File: config.mk
export PLATFORM = sky130hd
export DESIGN_NAME = clock_timekeeper
export DESIGN_NICKNAME = d
export VERILOG_FILES = /design/src/rtl/clock_timekeeper_pkg.sv /design/src/rtl/clock_timekeeper_bcd2_counter.sv /design/src/rtl/clock_timekeeper.sv
export SDC_FILE = /design/constraint.sdc
export NUM_CORES = 1
export LEC_CHECK = 0
export BUFFER_PORTS_ARGS = -buffer_cell sky130_fd_sc_hd__buf_2
export CORE_ASPECT_RATIO = 0.9
export CORE_MARGIN = 2
export CORE_UTILIZATION = 53
export CTS_CLUSTER_DIAMETER = 60
export DETAILED_ROUTE_END_ITERATION = 16
export GPL_TIMING_DRIVEN = 0
export PLACE_DENSITY = 0.8
export RECOVER_POWER = 100
export SKIP_CTS_REPAIR_TIMING = 1
export SLEW_MARGIN = 40
export SYNTH_ARGS = -nofsm -noshare
export SYNTH_HDL_FRONTEND = slang
export SYNTH_SLANG_ARGS = --single-unit
File: constraint.sdc
create_clock -name i_clk -period 2 [get_ports i_clk]
set_input_delay 0.5 -clock i_clk [delete_from_list [all_inputs] [get_ports i_clk]]
set_output_delay 0.5 -clock i_clk [all_outputs]
set_load 0.05 [all_outputs]
File: src/rtl/clock_timekeeper_pkg.sv
// Shared BCD constants and helpers for the 12-hour timekeeper.
package clock_timekeeper_pkg;

  localparam int unsigned DIGIT_W = 4;
  localparam int unsigned BCD2_W  = 2 * DIGIT_W;

  localparam logic [BCD2_W-1:0] SS_MAX     = 8'h59;
  localparam logic [BCD2_W-1:0] MM_MAX     = 8'h59;
  localparam logic [BCD2_W-1:0] HH_MIN     = 8'h01;
  localparam logic [BCD2_W-1:0] HH_MAX     = 8'h12;
  localparam logic [BCD2_W-1:0] HH_PM_EDGE = 8'h11;
  localparam logic [BCD2_W-1:0] BCD_ZERO   = 8'h00;

  // Increment a packed two-digit BCD value; units 9 rolls to 0 with tens+1.
  function automatic logic [BCD2_W-1:0] bcd2_inc(input logic [BCD2_W-1:0] v);
    logic [DIGIT_W-1:0] tens;
    logic [DIGIT_W-1:0] units;
    tens  = v[BCD2_W-1:DIGIT_W];
    units = v[DIGIT_W-1:0];
    if (units >= DIGIT_W'(9)) begin
      units = '0;
      tens  = tens + DIGIT_W'(1);
    end else begin
      units = units + DIGIT_W'(1);
    end
    return {tens, units};
  endfunction

endpackage

File: src/rtl/clock_timekeeper_bcd2_counter.sv
// Two-digit BCD counter with MIN..MAX wrap, load, and a carry flag raised
// when an increment occurs while the value equals CARRY_AT.
module bcd2_counter
  import clock_timekeeper_pkg::*;
#(
  parameter logic [BCD2_W-1:0] MIN_VAL  = 8'h00,
  parameter logic [BCD2_W-1:0] MAX_VAL  = 8'h59,
  parameter logic [BCD2_W-1:0] RST_VAL  = 8'h00,
  parameter logic [BCD2_W-1:0] CARRY_AT = MAX_VAL
) (
  input  logic              i_clk,
  input  logic              i_reset,
  input  logic              i_inc,
  input  logic              i_load,
  input  logic [BCD2_W-1:0] i_load_val,
  output logic [BCD2_W-1:0] o_value,
  output logic              o_carry_c
);

  logic [BCD2_W-1:0] r_value;

  assign o_value   = r_value;
  assign o_carry_c = i_inc && (r_value == CARRY_AT);

  // Value register: load has priority, increment wraps MAX back to MIN.
  always_ff @(posedge i_clk or negedge i_reset) begin
    if (!i_reset) begin
      r_value <= RST_VAL;
    end else if (i_load) begin
      r_value <= i_load_val;
    end else if (i_inc) begin
      r_value <= (r_value == MAX_VAL) ? MIN_VAL : bcd2_inc(r_value);
    end
  end

endmodule

File: src/rtl/clock_timekeeper.sv
// 12-hour BCD clock: one-second prescaler, hh:mm:ss chain, AM/PM, set mode.
module clock_timekeeper
  import clock_timekeeper_pkg::*;
#(
  parameter int unsigned CLK_HZ = 100_000_000
) (
  input  logic              i_clk,
  input  logic              i_reset,
  input  logic              i_ena,
  input  logic              i_set_mode,
  input  logic              i_inc_hh,
  input  logic              i_inc_mm,
  input  logic              i_clr_ss,
  output logic [BCD2_W-1:0] o_hh,
  output logic [BCD2_W-1:0] o_mm,
  output logic [BCD2_W-1:0] o_ss,
  output logic              o_pm,
  output logic              o_clock_pulse,
  output logic              o_input_pulse,
  output logic              o_wr
);

  localparam int unsigned     PRE_W    = (CLK_HZ > 1) ? $clog2(CLK_HZ) : 1;
  localparam logic [PRE_W-1:0] PRE_LAST = PRE_W'(CLK_HZ - 1);

  logic [PRE_W-1:0] r_presc;
  logic             r_wr;
  logic             r_pm;
  logic             r_clock_pulse;
  logic             r_input_pulse;

  logic w_run;
  logic w_tick;
  logic w_edit;
  logic w_inc_hh;
  logic w_inc_mm;
  logic w_clr_ss;
  logic w_edit_any;
  logic w_ss_carry;
  logic w_mm_carry;
  logic w_hh_inc;
  logic w_mm_inc;
  logic w_pm_toggle;

  // Timekeeping runs only outside set mode; edits are accepted only inside it.
  assign w_run      = i_ena && !r_wr;
  assign w_tick     = w_run && (r_presc == PRE_LAST);
  assign w_edit     = i_ena && r_wr;
  assign w_inc_hh   = w_edit && i_inc_hh;
  assign w_inc_mm   = w_edit && i_inc_mm;
  assign w_clr_ss   = w_edit && i_clr_ss;
  assign w_edit_any = w_inc_hh || w_inc_mm || w_clr_ss;
  assign w_mm_inc   = w_ss_carry || w_inc_mm;
  // Minute wraps from an edit never reach hours, only tick-driven wraps do.
  assign w_hh_inc   = w_inc_hh || (w_mm_carry && w_run);

  bcd2_counter #(
    .MIN_VAL (BCD_ZERO),
    .MAX_VAL (SS_MAX),
    .RST_VAL (BCD_ZERO),
    .CARRY_AT(SS_MAX)
  ) u_ss (
    .i_clk     (i_clk),
    .i_reset   (i_reset),
    .i_inc     (w_tick),
    .i_load    (w_clr_ss),
    .i_load_val(BCD_ZERO),
    .o_value   (o_ss),
    .o_carry_c (w_ss_carry)
  );

  bcd2_counter #(
    .MIN_VAL (BCD_ZERO),
    .MAX_VAL (MM_MAX),
    .RST_VAL (BCD_ZERO),
    .CARRY_AT(MM_MAX)
  ) u_mm (
    .i_clk     (i_clk),
    .i_reset   (i_reset),
    .i_inc     (w_mm_inc),
    .i_load    (1'b0),
    .i_load_val(BCD_ZERO),
    .o_value   (o_mm),
    .o_carry_c (w_mm_carry)
  );

  // Hours carry flags the 11->12 step, which is where AM/PM flips.
  bcd2_counter #(
    .MIN_VAL (HH_MIN),
    .MAX_VAL (HH_MAX),
    .RST_VAL (HH_MAX),
    .CARRY_AT(HH_PM_EDGE)
  ) u_hh (
    .i_clk     (i_clk),
    .i_reset   (i_reset),
    .i_inc     (w_hh_inc),
    .i_load    (1'b0),
    .i_load_val(BCD_ZERO),
    .o_value   (o_hh),
    .o_carry_c (w_pm_toggle)
  );

  // Prescaler, mode copy, AM/PM flag and event pulses; everything freezes when disabled.
  always_ff @(posedge i_clk or negedge i_reset) begin
    if (!i_reset) begin
      r_presc       <= '0;
      r_wr          <= 1'b0;
      r_pm          <= 1'b0;
      r_clock_pulse <= 1'b0;
      r_input_pulse <= 1'b0;
    end else begin
      r_clock_pulse <= w_tick;
      r_input_pulse <= w_edit_any;
      if (i_ena) begin
        r_wr <= i_set_mode;
        if (r_wr || w_tick) begin
          r_presc <= '0;
        end else begin
          r_presc <= r_presc + PRE_W'(1);
        end
        if (w_pm_toggle) begin
          r_pm <= ~r_pm;
        end
      end
    end
  end

  assign o_pm          = r_pm;
  assign o_clock_pulse = r_clock_pulse;
  assign o_input_pulse = r_input_pulse;
  assign o_wr          = r_wr;

endmodule

; ---- Yosys cells after proc, flatten, opt, wreduce, memory -nomap -nowiden
; Index checks and enable logic that the tools add are counted.
[word_totals]
register_bits = 55
elab_cells = 63
out_inout_bits = 28
inputBits = 7
[classes]
addsub = 7
n_eq_ne = 5
reduce_logical = 24
bitwise = 1
magnitude_cmp = 3
mux = 12
[op_table]
columns = operator, n
row1 = $mux W8, 5
row2 = $add A27 B1 Y27 const B, 1
row3 = $eq A27 B27 Y1 const B, 1
row4 = $mux W27, 1
row5 = $add A4 B1 Y4 const B, 6
row6 = $mux W4, 6
row7 = $eq A8 B5 Y1 const B, 2
row8 = $eq A8 B7 Y1 const B, 2
row9 = $ge A4 B4 Y1 const B, 3
row10 = $logic_and A1 B1 Y1, 10
row11 = $reduce_and A2 Y1, 4
row12 = $reduce_bool A2 Y1, 3
row13 = $logic_or A1 B1 Y1, 5
row14 = $reduce_bool A3 Y1, 1
row15 = $logic_not A1 Y1, 1
row16 = $not A1 Y1, 1

; ---- Longest topological paths before layout
; Gate-level depths: netlist of run 1.
[depth]
depth_word = 10
mapped_depth = 8
depth_no_buf = 7

; ---- Modules after synthesis
; From an unflattened synthesis of run 1, not the netlist that was laid out.
[hier_totals]
hier_cells = 353
hier_area_um2 = 3305.7
[by_module_without_submodules]
columns = module, area_per_inst_um2, n_inst, seq_area_each_um2, cells_per_inst
row1 = clock_timekeeper, 1604.0, 1, 775.7, 172
row2 = bcd2_counter (u_mm ...), 533.0, 2, 200.2, 58
row3 = bcd2_counter (u_hh), 635.6, 1, 202.7, 65

; ---- Worst setup path after synthesis of run 1
; Ideal clock, no wire load.
[synth_path]
kind = register to register
from = register r_wr (netlist: o_wr)
to = register u_mm.r_value[4] (netlist: u_mm.o_value[4])
period_less_slack_ns = 2.265
stages_incl_launch_ff = 6
setup_time_ns = 0.125
required_time_ns = 1.875
t_arrival_ns = 2.140
slack_ns = -0.265
path_buffers = 0
cell_sequence = dfrtp_1 or3b_2 nor4_4 nand3_1 a21oi_1 mux2_2
[synth_via]
elab_chain_cells = 6
elab_cells_between_ends = 8
cone_classes = reduce/logical: 8
[synth_lines]
columns = item, line_no
row1 = from (decl), clock_timekeeper.sv:27  ; logic r_wr;
row2 = from (signal assigned), clock_timekeeper.sv:115  ; r_wr <= i_set_mode;
row3 = $logic_not A1 Y1, clock_timekeeper.sv:46  ; assign w_run = i_ena && !r_wr;
row4 = $logic_and A1 B1 Y1, clock_timekeeper.sv:46
row5 = $logic_and A1 B1 Y1, clock_timekeeper.sv:47  ; assign w_tick = w_run && (r_presc == PRE_LAST);
row6 = $logic_and A1 B1 Y1, clock_timekeeper_bcd2_counter.sv:23  ; assign o_carry_c = i_inc && (r_value == CARRY_AT);
row7 = $logic_or A1 B1 Y1 (*), clock_timekeeper.sv:53  ; assign w_mm_inc = w_ss_carry || w_inc_mm;
row8 = $reduce_and A2 Y1 (no line) (*), -
row9 = to (signal assigned), clock_timekeeper_bcd2_counter.sv:30  ; r_value <= i_load_val;
row10 = to (signal assigned), clock_timekeeper_bcd2_counter.sv:32  ; r_value <= (r_value == MAX_VAL) ? MIN_VAL : bcd2_inc(r_value);
row11 = to (decl), clock_timekeeper_bcd2_counter.sv:20  ; logic [BCD2_W-1:0] r_value;
; Every way passes the cells marked *; elsewhere a longest branch is shown, timed or not.
; A chain may end at the register's enable or synchronous reset.

; ---- Worst setup path in the final report of run 1
[layout_path]
from = register r_presc[12]
to = register u_ss.r_value[4] (netlist: u_ss.o_value[4])
[layout_via]
elab_chain_cells = 4
[layout_lines]
columns = item, line_no
row1 = from (decl), clock_timekeeper.sv:26  ; logic [PRE_W-1:0] r_presc;
row2 = from (signal assigned), clock_timekeeper.sv:119  ; r_presc <= r_presc + PRE_W'(1);
row3 = $eq A27 B27 Y1, clock_timekeeper.sv:47
row4 = $logic_and A1 B1 Y1, clock_timekeeper.sv:47
row5 = $reduce_bool A2 Y1 (no line), -
row6 = $reduce_and A2 Y1 (no line), -
row7 = to (signal assigned), clock_timekeeper_bcd2_counter.sv:30
row8 = to (signal assigned), clock_timekeeper_bcd2_counter.sv:32
row9 = to (decl), clock_timekeeper_bcd2_counter.sv:20
; Every way passes these cells.

==> metrics.yaml, run 1 <==
route:
  dr.first_iter.drc_count: 168
  dr.pass1.iters: 4
  via_count: 2655
  routed_wl_um: 7320
  drc: 0
  viasPerCell: 5.86
  wl_per_cell_um: 16.2
  drtAntennaViolNets: 0
worst_setup_path:
  reg2reg_from: "r_presc[12]"
  cp-end-kind: "flip-flop"
  slowest_stage: "or4b_4"
  slowest_delay_ps: 560
  crit_top_cell: "or4b_4"
  cp.required_ps: 2250
  path_max_fanout: 5
  reg2reg_setup_slack_ps: -240
  rr_endpoint: "u_ss.o_value[4]"
  path_class: "reg -> reg"
  reg2reg_depth: 7
  path_delay_family: "simple AND/OR/NAND/NOR gates"
  critPathBufInv: 2
  critical_path.cell_chain: "or4b_4 -> nor4_4 -> buf_4 -> and4_1 -> buf_6 -> or4b_4 -> o21ai_2"
  cp-start-kind: "flip-flop"
  arrival_ps: 2490
min_path:
  min_path_cells: 2
  hp-start: "i_set_mode"
  whs_endpoint: "o_wr"
  hold_path_class: "in -> reg"
placement:
  dpl.cell_count: 426
  portBuffers: 33
  dp_slack_ps: -591
  gp_congestion: 0.848
  post-dp-hpwl_um: 4670
clocking:
  cts_sinks: 55
  cts_max_path_buffers: 2
  clock-root-buffer: "clkbuf_8"
  path_clk_slew_ps: 100
  tritoncts: "built"
  cts_made_buffers: 5
  htreeDepth: 2
  insertion_delay_ps: 320
sta:
  final.period_utilization_pct: 112
  max_slew_margin_pct: 7.87
  max_freq_mhz: 446
  hold_viol: 0
  slew_viol_final: 0
  fin_ws_ps: -243
  tightestPinTransition_ps: 1380
  rsz0062_at_grt: "true"
  fin_crit_ps: 2240
  setup_viol: 44
  finClkSkew_ps: 8.54
finish:
  nets: 406
  antenna_cells: 0
  area_growth_pct: 22.1
  layoutNonFillerInstCount: 453
  fillCellCount: 437
  drive_above_1_share_pct: 22.2
floorplan:
  die_width_um: 84.4
  die-area_mm2: 0.00644
  start_util_pct: 54.4
  ioPinCount: 35
  core_area_mm2: 0.00566
  fp-row-count: 26
  die_y_um: 76.3
synthesis:
  async_reset_ff_share_pct: 100
  synth_compound_area_share_pct: 9.42
  ys_seq_area_share_pct: 44.7
  synth_flop_cell: "dfrtp_1"
  synthXorXnorAreaFrac_pct: 7.11
  synthMuxAreaShare_pct: 2.84
  syn-instance-count: 323
  synth_top_area_share_pct: 43.0
  synth_top_family_by_area: "simple AND/OR/NAND/NOR gates"
  yosys.area.top_type: "dfrtp_1"
  ys_types: 51
  synthAdderAreaFrac_pct: 6.90
  syn_area_mm2: 0.00308
  syn_area_per_cell_um2: 9.54
  yosys.area_share.simple_pct: 25.5
  synth.net_count: 347
  yosys-top-cells-area: "dfrtp_1, ha_1, nor2_1"
  yosys_warnings: 0
  synth-edff-count: 0
  ys_ff_latch: 55
grt:
  grt_pass1_vias: 2408
  grt_usage_pct: 21.3
  grt-ovfl-total: 0
  grt_pass1_wl_um: 11300
  antenna_found_initial: 0
  grt_max_degree: 56
power:
  power_density_mw_per_mm2: 845
  peakVddDrop_v: 0.000942
  static-leakage-power_nw: 1.63
flow_run:
  cap_violations: 0
run_status:
  outcome: "complete, but fails checks"
  failed_checks: "setup timing"
==> cell families after synthesis <==
logic type,Yosys count
fa+ha+maj,17
flops,55
buf+inv,27
mux,8
compound gates,46
xor+xnor,25
simple gates,145
==> registers in the layout, indices dropped and copies added, names as in the netlist <==
register,flops
o_clock_pulse,1
o_input_pulse,1
o_pm,1
o_wr,1
r_presc,27
u_hh.o_value,8
u_mm.o_value,8
u_ss.o_value,8
==> placed cells by master, fill, tap and decap left out, drive strengths merged, types with 6 or more instances in the layout <==
master   n
xor2    12
xnor2   13
nor4     8
and3     6
inv     17
dfrtp   53
clkbuf  36
nor2    42
nor3     7
nand4   11
ha      17
buf     32
o22ai    7
o21ai    6
nand3   25
a21oi   16
nand2   19
mux2     6
==> layout make-up <==
| type | count | area, um2 | area share (%) |
|---|---|---|---|
| buffer | 9 | 56.3 | 1.50 |
| clock buffer | 7 | 76.3 | 2.03 |
| clock inverter | 1 | 30.0 | 0.798 |
| inverter | 18 | 71.3 | 1.89 |
| multi-input combinational | 241 | 1770 | 46.9 |
| sequential | 55 | 1380 | 36.8 |
| tap | 70 | 87.6 | 2.33 |
| timing repair buffer | 52 | 292 | 7.75 |
==> metal layers <==
metal | up-vias | part of all wire, % | track usage (%)
met1 | 1315 | 47 | 30.6
met3 | 13 | 3.7 | 4.55
met2 | 59 | 48 | 32.7
met4 | 0 | 1.5 | 6.03
li1 | 1268 | - | -
met5 | - | 0 | 0
==> synth_stat cells, drive strengths merged (6+ instances only) <==
library cell  number
and3               6
nor2              42
nor4               8
nand3             25
inv               17
o22ai              7
dfrtp             53
nand2             19
o21ai              6
xnor2             13
ha                17
xor2              12
nor3               7
mux2               6
a21oi             16
nand4             11
==> how the worst max path moves through the flow <==
stage,start,endpoint,depth (start not counted)
detailed placement,i_ena,r_presc[16],8
global route,r_presc[12],u_ss.o_value[4],7
finish,r_presc[12],u_ss.o_value[4],7
CTS,r_presc[0],r_presc[22],8
global placement,i_ena,r_presc[20],8
floorplan,o_wr,u_ss.o_value[4],6
==> power by group <==
part           switching (mW)  total (mW)  internal, mW
clock                   0.370       0.746         0.376
combinational           0.687       0.987         0.300
sequential              0.198        1.45          1.25
==> metrics by stage <==
| stage | hold WS (ps) | setup TNS [ps] | instance area [um2] | util [%] | total power, mW |
|---|---|---|---|---|---|
| after floorplan | 204 | -2460 | 3110 | - | 2.13 |
| after global placement | 451 | -20450 | 3370 | 59.5 | 2.33 |
| after detailed placement | 460 | -20850 | 3370 | 59.5 | 2.38 |
| after CTS | 241 | -18300 | 3480 | 61.4 | 3.12 |
| after global routing | 421 | -7890 | 3760 | 66.5 | 3.33 |
| final | 418 | -4630 | 3760 | 66.5 | 3.18 |
(Power assumes the default switching activity.)
==> run 2, diff against run 1 <==
Settings changed: CORE_ASPECT_RATIO 0.9 to unset.
==> metrics.yaml, run 2 (same netlist as run 1, synthesis figures left out) <==
run_status:
  outcome: "complete, but fails checks"
  failed_checks: "setup timing"
grt:
  grt_pass1_wl_um: 10800  # -4.0%
  grt-ovfl-total: 0  # unchanged
  grt_max_degree: 56  # unchanged
  grt_pass1_vias: 2387  # -0.87%
  antenna_found_initial: 0  # unchanged
  grt_usage_pct: 21.2  # -0.12 points
sta:
  fin_ws_ps: -240  # +2.64 ps
  tightestPinTransition_ps: 1370  # -12.2 ps
  finClkSkew_ps: 10.5  # +1.96 ps
  max_slew_margin_pct: 8.68  # +0.81 points
  fin_crit_ps: 2240  # -2.64 ps
  rsz0062_at_grt: "true"
  max_freq_mhz: 446  # +0.12%
  hold_viol: 0  # unchanged
  setup-tns-final_ps: -7700  # -3070 ps
  slew_viol_final: 0  # unchanged
  final.period_utilization_pct: 112  # -0.13 points
  hold-worst-slack_ps: 448  # +29.6 ps
  setup_viol: 49  # +11%
floorplan:
  start_util_pct: 55.3  # +0.84 points
  die_width_um: 80.3  # -4.9%
  die_y_um: 80.3  # +5.1%
  ioPinCount: 35  # unchanged
  fp-row-count: 27  # +3.8%
  core_area_mm2: 0.00557  # -1.5%
  die-area_mm2: 0.00644  # about the same
placement:
  portBuffers: 33  # unchanged
  gp_congestion: 0.819  # -3.4%
  post-dp-hpwl_um: 4550  # -2.4%
  placed_cell_area_mm2: 0.00337  # about the same
  dp_slack_ps: -583  # +7.91 ps
clocking:
  htreeDepth: 2  # unchanged
  cts_sinks: 55  # unchanged
  clock-root-buffer: "clkbuf_8"
  tritoncts: "built"
  insertion_delay_ps: 310  # about the same
  cts_max_path_buffers: 2  # unchanged
  cts_made_buffers: 5  # unchanged
  path_clk_slew_ps: 100  # about the same
worst_setup_path:
  slowest_stage: "or4b_4"
  cp-start-kind: "flip-flop"
  path_max_fanout: 5  # unchanged
  path_class: "reg -> reg"
  slowest_delay_ps: 560  # about the same
  rr_endpoint: "u_mm.o_value[4]"
  cp-end-kind: "flip-flop"
  cp.required_ps: 2190  # -60 ps
  reg2reg_depth: 6  # -1
  critical_path.cell_chain: "or4b_4 -> nor4_4 -> buf_4 -> nand3_4 -> a21oi_4 -> mux2_4"
  critPathBufInv: 1  # -1
  arrival_ps: 2430  # -60 ps
  reg2reg_from: "r_presc[11]"
  reg2reg_setup_slack_ps: -240  # about the same
  path_delay_family: "simple AND/OR/NAND/NOR gates"
power:
  power_density_mw_per_mm2: 807  # -4.4%
  static-leakage-power_nw: 1.66  # +1.9%
  power.total_mw: 3.12  # -1.9%
  peakVddDrop_v: 0.000877  # -6.9%
finish:
  layout_commonest_cell: "dfrtp_1"
  antenna_cells: 0  # unchanged
  finalInstanceArea_mm2: 0.00386  # +2.6%
  nets: 410  # +0.99%
  layout_common_cells: "dfrtp_1, nor2_1, clkbuf_1"
  largest_reg_flops: 27  # unchanged
  regMostFlops: "r_presc"
  area_growth_pct: 25.3
  drive_above_1_share_pct: 24.3  # +2.1 points
route:
  drtAntennaViolNets: 0  # unchanged
  dr.pass1.iters: 4  # unchanged
  viasPerCell: 5.81  # -0.79%
  routed_wl_um: 7460  # +1.9%
  dr.first_iter.drc_count: 179  # +6.5%
  wl_per_cell_um: 16.3  # +0.59%
  drc: 0  # unchanged
  via_count: 2669  # +0.53%
min_path:
  min_path_cells: 2  # unchanged
  hold_path_class: "in -> reg"
  hp-start: "i_set_mode"
  whs_endpoint: "o_wr"
flow_run:
  cap_violations: 0  # unchanged
## run 2: changes by cell type in the layout (fill, tap and decap cells not counted), moves of 2 or more
cell / previous run / this run
o22ai_2: 2 / 4
clkbuf_8: 5 / 7
nand3_2: 1 / 3
clkbuf_1: 30 / 33
nand3_1: 23 / 21
buf_4: 16 / 14
buf_2: 10 / 4
buf_6: 6 / 11
clkbuf_2: 1 / 3
o22ai_1: 5 / 3
nor2_1: 41 / 39
nor2_2: 0 / 3
## run 2: stage by stage
| stage | cells | util [%] |
|---|---|---|
| final | 459 | 69.3 |
| after global routing | 459 | 69.3 |
| after CTS | 436 | 62.3 |
| after detailed placement | 428 | 60.5 |
| after global placement | 428 | 60.4 |
| after floorplan | 323 | - |
## run 2: worst reg2reg max path, delay by kind of cell (launching register included)
kind	cells	cell delay, ps
flops	1	420
buf+inv	1	200
mux	1	320
compound gates	1	220
simple gates	3	960
## run 2: final cells by class
cell class | instances | area (um2)
Tap cell | 72 | 90.1
Fill cell | 406 | 1710
Buffer | 9 | 60.1
Inverter | 18 | 71.3
Multi-Input combinational cell | 241 | 1820
Sequential cell | 55 | 1380
Timing Repair Buffer | 56 | 339
Clock buffer | 8 | 100
## run 2: power by group
| part | switching (mW) | internal [mW] | total (mW) |
|---|---|---|---|
| logic | 0.680 | 0.311 | 0.991 |
| clock network | 0.366 | 0.317 | 0.683 |
| registers | 0.196 | 1.25 | 1.44 |
## run 2: layer usage
layer | share of wire, % | up-vias | global-route usage [%]
li1 | - | 1275 | -
met1 | 45 | 1312 | 28.7
met2 | 50 | 72 | 35.8
met3 | 3.1 | 10 | 3.26
met4 | 1.4 | 0 | 5.08
met5 | 0 | - | 0
## run 2: how the worst max path moves through the flow
stage                      end  cells past startpoint         from  slack, ps
5_1_grt        u_ss.o_value[4]                      6  r_presc[11]       -310
3_5_place_dp       r_presc[23]                      8        i_ena       -580
2_1_floorplan  u_ss.o_value[4]                      6         o_wr       -160
3_3_place_gp       r_presc[23]                      8        i_ena       -570
6_report       u_mm.o_value[4]                      6  r_presc[11]       -240
4_1_cts            r_presc[23]                      8   r_presc[0]       -570
